===== src/rtl/bstep_pkg.sv =====
// Shared definitions for the binary-step activation path: default widths,
// accumulator sizing and the accumulator FSM state type.
package bstep_pkg;

  localparam int unsigned DEF_DW       = 6;
  localparam int unsigned DEF_SHIFT    = 5;
  localparam int unsigned DEF_N_INPUTS = 8;

  // Room for N full-width products plus a sign bit of headroom for the bias.
  function automatic int unsigned acc_width(input int unsigned dw, input int unsigned n_inputs);
    return 2 * dw + $clog2(n_inputs) + 1;
  endfunction

  typedef enum logic {
    ACC = 1'b0,
    OUT = 1'b1
  } state_e;

endpackage


===== src/rtl/bstep_shift_sat.sv =====
// Arithmetic right shift (floor) followed by signed saturation to DW bits.
module bstep_shift_sat #(
  parameter int unsigned ACC_W = 16,
  parameter int unsigned DW    = 6,
  parameter int unsigned SHIFT = 5
) (
  input  logic [ACC_W-1:0] acc_in,
  output logic [DW-1:0]    sat_data,
  output logic             sat_flag
);

  localparam int unsigned PAD = ACC_W - DW + 1;
  localparam logic signed [ACC_W-1:0] MAX_V = {{PAD{1'b0}}, {(DW-1){1'b1}}};
  localparam logic signed [ACC_W-1:0] MIN_V = {{PAD{1'b1}}, {(DW-1){1'b0}}};

  logic signed [ACC_W-1:0] r;

  assign r = $signed(acc_in) >>> SHIFT;

  always_comb begin
    sat_data = r[DW-1:0];
    sat_flag = 1'b0;
    if (r > MAX_V) begin
      sat_data = MAX_V[DW-1:0];
      sat_flag = 1'b1;
    end else if (r < MIN_V) begin
      sat_data = MIN_V[DW-1:0];
      sat_flag = 1'b1;
    end
  end

endmodule


===== src/rtl/bstep_preact_accum.sv =====
// Serial signed dot-product-plus-bias accumulator producing a saturated
// DW-bit pre-activation value over a registered valid/ready output.
module bstep_preact_accum
  import bstep_pkg::*;
#(
  parameter int unsigned N_INPUTS = DEF_N_INPUTS,
  parameter int unsigned DW       = DEF_DW,
  parameter int unsigned SHIFT    = DEF_SHIFT
) (
  input  logic          clk,
  input  logic          rst_n,
  input  logic          in_valid,
  output logic          in_ready,
  input  logic [DW-1:0] in_data,
  input  logic [DW-1:0] in_weight,
  input  logic [DW-1:0] in_bias,
  input  logic          in_last,
  output logic          out_valid,
  input  logic          out_ready,
  output logic [DW-1:0] out_data,
  output logic          out_sat,
  output logic          out_len_err
);

  localparam int unsigned ACC_W = acc_width(DW, N_INPUTS);
  localparam int unsigned CNT_W = $clog2(N_INPUTS);
  localparam logic [CNT_W-1:0] LAST_CNT = CNT_W'(N_INPUTS - 1);

  state_e                  state;
  logic [CNT_W-1:0]        cnt;
  logic signed [ACC_W-1:0] acc;

  logic signed [2*DW-1:0]  data_x;
  logic signed [2*DW-1:0]  weight_x;
  logic signed [2*DW-1:0]  prod;
  logic signed [ACC_W-1:0] prod_ext;
  logic signed [ACC_W-1:0] bias_ext;
  logic signed [ACC_W-1:0] base;
  logic signed [ACC_W-1:0] next_acc;
  logic [DW-1:0]           sat_data;
  logic                    sat_flag;
  logic                    beat;
  logic                    term;

  // Operands widened first so the product is computed at full 2*DW precision.
  assign data_x   = {{DW{in_data[DW-1]}}, in_data};
  assign weight_x = {{DW{in_weight[DW-1]}}, in_weight};
  assign prod     = data_x * weight_x;
  assign prod_ext = {{(ACC_W-2*DW){prod[2*DW-1]}}, prod};
  assign bias_ext = {{(ACC_W-DW){in_bias[DW-1]}}, in_bias};
  assign base     = (cnt == '0) ? (bias_ext <<< SHIFT) : acc;
  assign next_acc = base + prod_ext;

  assign beat = in_valid && in_ready;
  assign term = in_last || (cnt == LAST_CNT);

  bstep_shift_sat #(
    .ACC_W (ACC_W),
    .DW    (DW),
    .SHIFT (SHIFT)
  ) u_shift_sat (
    .acc_in   (next_acc),
    .sat_data (sat_data),
    .sat_flag (sat_flag)
  );

  always_ff @(posedge clk) begin
    if (!rst_n) begin
      state       <= ACC;
      cnt         <= '0;
      acc         <= '0;
      in_ready    <= 1'b1;
      out_valid   <= 1'b0;
      out_data    <= '0;
      out_sat     <= 1'b0;
      out_len_err <= 1'b0;
    end else begin
      case (state)
        ACC: begin
          if (beat) begin
            acc <= next_acc;
            if (term) begin
              cnt         <= '0;
              out_data    <= sat_data;
              out_sat     <= sat_flag;
              out_len_err <= !in_last;
              out_valid   <= 1'b1;
              in_ready    <= 1'b0;
              state       <= OUT;
            end else begin
              cnt <= cnt + 1'b1;
            end
          end
        end
        OUT: begin
          if (out_ready) begin
            out_valid <= 1'b0;
            in_ready  <= 1'b1;
            state     <= ACC;
          end
        end
        default: state <= ACC;
      endcase
    end
  end

endmodule

===== config.mk =====
export PLATFORM = sky130hd
export DESIGN_NAME = bstep_preact_accum
export DESIGN_NICKNAME = d
export VERILOG_FILES = /design/src/rtl/bstep_pkg.sv /design/src/rtl/bstep_shift_sat.sv /design/src/rtl/bstep_preact_accum.sv
export SDC_FILE = /design/constraint.sdc
export NUM_CORES = 1
export LEC_CHECK = 0
export CAP_MARGIN = 20
export CORE_MARGIN = 2
export CORE_UTILIZATION = 30
export DETAILED_ROUTE_END_ITERATION = 16
export REMOVE_ABC_BUFFERS = 1
export SLEW_MARGIN = 15
export SYNTH_ARGS = -nofsm -noshare
export SYNTH_HDL_FRONTEND = slang
export SYNTH_SLANG_ARGS = --single-unit

===== constraint.sdc =====
create_clock -name clk -period 5.1 [get_ports clk]
set_clock_uncertainty 0.05 [all_clocks]
set_input_delay 0.51 -clock clk [delete_from_list [all_inputs] [get_ports clk]]
set_output_delay 0.51 -clock clk [all_outputs]
set_load 0.005 [all_outputs]

* After elaboration in Yosys (flattened, before gate mapping)
Cells that the tools add are included.
** Cells by class
- Add/sub/neg operators :: 2
- Multiply operators :: 1
- Magnitude comparators :: 2
- Equal/unequal tests :: 4
- Muxes and demuxes :: 18
- Bitwise operators :: 1
- Reduce and logical (&&, ||, !) cells :: 7
** Operators by type and width (count)
- adder 16 x 12 -> 16 bit :: 1
- two-way mux 16 bit :: 1
- multiplier 6 x 6 -> 12 bit :: 1
- two-way mux 6 bit :: 2
- greater-than comparator 11 x 6 -> 1 bit (second input constant) :: 1
- less-than comparator 11 x 6 -> 1 bit (second input constant) :: 1
- two-way mux 1 bit :: 11
- inequality test 2 bit (second input constant) :: 3
- case mux 1 bit (2 select lines) :: 3
- AND reduction 3 bit :: 2
- adder 3 x 1 -> 3 bit (second input constant) :: 1
- equality test 3 bit (second input constant) :: 1
- zero test 3 bit :: 1
- two-way mux 3 bit :: 1
- AND reduction 2 bit :: 1
- logical AND 1 bit :: 1
- zero test 1 bit :: 1
- logical OR 1 bit :: 1
- inverter 1 bit :: 1
** Storage, ports and cells
- Bits in registers :: 30
- Logic and storage cells :: 43

* Depth between registers and ports, before layout
- Word-level depth :: 6
- Gate-level depth with buffers :: 20
- Depth with buffers taken out :: 18

* Cells and area by module
A second synthesis with hierarchy kept.
** Second synthesis, totals
- Cells, all modules :: 440
- Area, all modules :: 3708.6 um^2
** By module, submodules not included
- bstep_preact_accum :: instances 1, cells an instance 425, area each 3611.0 um^2, seq. area each 600.6 um^2
- bstep_shift_sat :: instances 1, cells an instance 15, area each 97.6 um^2, seq. area each 0.0 um^2

* Worst setup path before layout
Ideal clock, no wire load.
- Path type :: input-to-reg
- From :: input port in_weight[2]
- To :: register out_sat
- Arrival :: 4.736 ns
- Data required time :: 4.931 ns
- Slack :: 0.195 ns
- Stages :: 16
- Path buffers :: 0
- Cell sequence :: nand2_1 -> fa_1 -> fa_1 -> inv_1 -> fa_1 -> inv_1 -> fa_1 -> inv_1 -> ha_1 -> or3_1 -> and2_4 -> or3_1 -> nand4_2 -> o211ai_1 -> o22a_1 -> o221a_1
** Between the ends
- Longest elaborated chain between the ends :: 5
- Elaborated cells between the ends (all ways) :: 6
** RTL lines
- start, declared :: line bstep_preact_accum.sv:15 : input logic [DW-1:0] in_weight,
- multiplier 6 x 6 -> 12 bit * :: line bstep_preact_accum.sv:48 : assign prod = data_x * weight_x;
- adder 16 x 12 -> 16 bit * :: line bstep_preact_accum.sv:52 : assign next_acc = base + prod_ext;
- less-than comparator 11 x 6 -> 1 bit :: line bstep_shift_sat.sv:26 : end else if (r < MIN_V) begin
- two-way mux 1 bit :: line bstep_shift_sat.sv:26
- two-way mux 1 bit * :: line bstep_shift_sat.sv:23 : if (r > MAX_V) begin
- end signal, assigned :: line bstep_preact_accum.sv:85 : out_sat <= sat_flag;
- end, declared :: line bstep_preact_accum.sv:21 : output logic out_sat,
Every way passes the cells marked *; elsewhere a longest branch is shown, timed or not.
A chain may end at the register's enable or synchronous reset.

* Worst setup path in the final report
Ends and elaborated chain as after synthesis.

==> results_dict.tcl <==
set metrics [dict create \
    power.switching_fraction_pct 43.7 \
    p_leak_nw 2.38 \
    worst_pin_slew_ps 879 \
    rows 40 \
    syn-cell-area_sq_um 3740 \
    htreeDepth 2 \
    area_growth_pct 33.9 \
    p_sw_mw 1.45 \
    die_area_sq_um 13400 \
    crit_path_end_kind "register" \
    coreArea_sq_um 12100 \
    outcome "completed" \
    hold_viol_final 0 \
    maxSlewViolCount 0 \
    cp.arrival_ps 5090 \
    clk_pin_slew_ps 50 \
    period_minus_slack_ps 4970 \
    syn_area_per_cell_sq_um 8.57 \
    ios 33 \
    wl_per_cell_um 12.2 \
    insertion_delay_ps 270 \
    antenna_found_initial 0 \
    cts-hold-fix-buffers 0 \
    clockBufferDepth 2 \
    pwr-share-seq_pct 9.7 \
    yosysWarnings 0 \
    crit_required_ps 5220 \
    synthFlopType "dfxtp_1" \
    synth_cell_type_count 49 \
    cp_max_fo 6 \
    clock-root-buffer "clkbuf_16" \
    yosysTopAreaCell "fa_1" \
    grt_usage_pct 13.2 \
    fmax_mhz 201 \
    hold_class "reg2reg" \
    num_antenna_cells 0 \
    cts_sinks 30 \
    stdcell_count 691 \
    ant_nets 0 \
    yosysTopAreaCellShare_pct 23.0 \
    drive_above_1_share_pct 22.6 \
    powerDensity_nw_per_um2 662 \
    drt-total-wl_um 8410 \
    grt_overflow 0 \
    nNetsFinal 628 \
    die_h_um 116 \
    synthArstFlopShare_pct 0 \
    post-route-drc-count 0 \
    cap_violations 0 \
    pwr-share-clk_pct 8.7 \
    die_x_um 116 \
    total_power_mw 3.32 \
    numCtsBuffers 5 \
    synth_edf_count 0 \
    startpoint_type "input port" \
    grt_pass1_wl_um 14100 \
    criticalPathCategory "in2reg" \
    fill_cells 1223 \
    drt_iter0_markers 104 \
    ys_seq_elements 30 \
    synth_seq_area_share_pct 16.0 \
    port_buffers 32 \
    relSlewSlack_pct 41.2 \
    grt_pass1_vias 3258 \
    initial_core_util_pct 30.9 \
    vias_per_cell 4.51 \
    synthTopCellsByArea "fa_1 (23%), dfxtp_1 (16%), ha_1 (13%)" \
    finalCritPeriodShare_pct 97.5 \
    internal_power_mw 1.87 \
    cts_tree "done" \
    vias 3116 \
    globalplace.congestion 0.787 \
    setup_viol 0 \
    grt_max_degree 33 \
    peakVddDrop_mv 0.380 \
    placedCellCount 671 \
    firstDrtPassIters 4 \
    hpwl_um 6630 \
    whs_ps 410 \
    p_comb_share_pct 81.6 \
    synthCells 437 \
]
cell usage after synthesis (all sizes together), types with 2 or more instances:
master,instances
inv,87
nand2,53
fa,43
ha,40
and2,34
dfxtp,30
a21boi,16
o21ai,16
a21oi,12
nor2,10
nand2b,9
xnor2,9
nor2b,8
clkbuf,6
mux2,6
o22ai,6
nand3,5
nor3,5
o211ai,5
a21o,4
xor2,4
buf,3
nand3b,3
o211a,3
a311oi,2
nor3b,2
or3,2
logic make-up after synthesis:
kind of cell	count (synthesis)	share of synthesized area [%]
compound gates	72	13.8
mux	7	2.07
flops	30	16.0
buf+inv	96	9.73
simple gates	136	18.8
fa+ha+maj	83	36.4
xor+xnor	13	3.24
registers in the layout, indices dropped and copies added (netlist names):
register     cells
acc             16
out_data         6
state            1
out_sat          1
out_valid        1
cnt              3
in_ready         1
out_len_err      1
final timing paths:
| path | cells past startpoint | slack (ps) | startpoint | endpoint |
|---|---|---|---|---|
| min | 2 | 410 | acc[3] | acc[3] |
| min reg2reg | 2 | 410 | acc[3] | acc[3] |
| max reg2reg | 19 | 180 | cnt[0] | out_sat |
| max | 19 | 130 | in_weight[2] | out_sat |
what timing repair did:
action                     4_1_cts  5_1_grt
setup endpoints to repair       13       13
gates resized for setup         28       44
pin swaps                        9       24
setup buffers                    4        8
worst max-delay path, cell delays in order:
cell and delay [ps]:
clkdlybuf4s15_1 220, nand2_2 80, fa_2 560, buf_6 160, fa_1 520, inv_1 50, fa_1 530, inv_1 50
fa_1 530, inv_1 70, ha_4 180, or3_4 330, and2_4 170, or3_1 370, nand4_2 130, o211ai_1 110
buf_4 170, o22a_1 150, o221a_1 200
layout by cell type (no fill, tap or decap), drive strengths merged, types with 2 or more instances in the layout:
master / synthesis / final
a21oi: 12 / 12
a21boi: 16 / 16
inv: 87 / 87
nor2: 10 / 10
xnor2: 9 / 9
nand2b: 9 / 9
or3: 2 / 2
fa: 43 / 43
o22ai: 6 / 6
nand3: 5 / 5
clkbuf: 6 / 13
ha: 40 / 40
mux2: 6 / 6
clkdlybuf4s15: 0 / 3
a311oi: 2 / 2
nor3: 5 / 5
xor2: 4 / 4
clkdlybuf4s50: 0 / 21
o21ai: 16 / 16
o211ai: 5 / 5
o211a: 3 / 3
dfxtp: 30 / 30
and2: 34 / 34
a21o: 4 / 4
nor2b: 8 / 8
nor3b: 2 / 2
buf: 3 / 55
nand3b: 3 / 3
nand2: 53 / 53
final cells by class:
cell class | count | area, sq um | area share, %
repair buffers | 87 | 712 | 14.2
clock buffers | 7 | 143 | 2.85
clock inverters | 1 | 5.00 | 0.0999
well taps | 168 | 210 | 4.19
inverters | 87 | 327 | 6.52
flip-flops and latches | 30 | 601 | 12.0
multi-input cells | 311 | 3020 | 60.2
metal layers:
metal	up-vias	wire (um)	global-route usage [%]
met1	1518	3560	15.2
li1	1563	-	-
met2	27	4590	25.4
met3	8	152	1.99
met4	0	112	3.25
met5	-	0	0
power groups by stage:
stage,Combinational (mW),Sequential (mW),Clock (mW)
finish,2.71,0.321,0.290
global route,3.01,0.327,0.308
CTS,2.23,0.322,0.297
detailed placement,2.01,0.326,0
global placement,1.98,0.324,0
floorplan,1.33,0.319,0
stage by stage:
| stage | util, % | setup WS, ps | TNS (ps) | instance area, sq um |
|---|---|---|---|---|
| after floorplan | - | 195 | 0 | 3710 |
| after global placement | 37.6 | -560 | -5810 | 4560 |
| after detailed placement | 37.6 | -636 | -6760 | 4560 |
| after CTS | 39.6 | 23.9 | 0 | 4790 |
| after global routing | 41.4 | -74.4 | -438 | 5010 |
| final | 41.4 | 125 | 0 | 5010 |
Power figures use the tool's default switching activity.
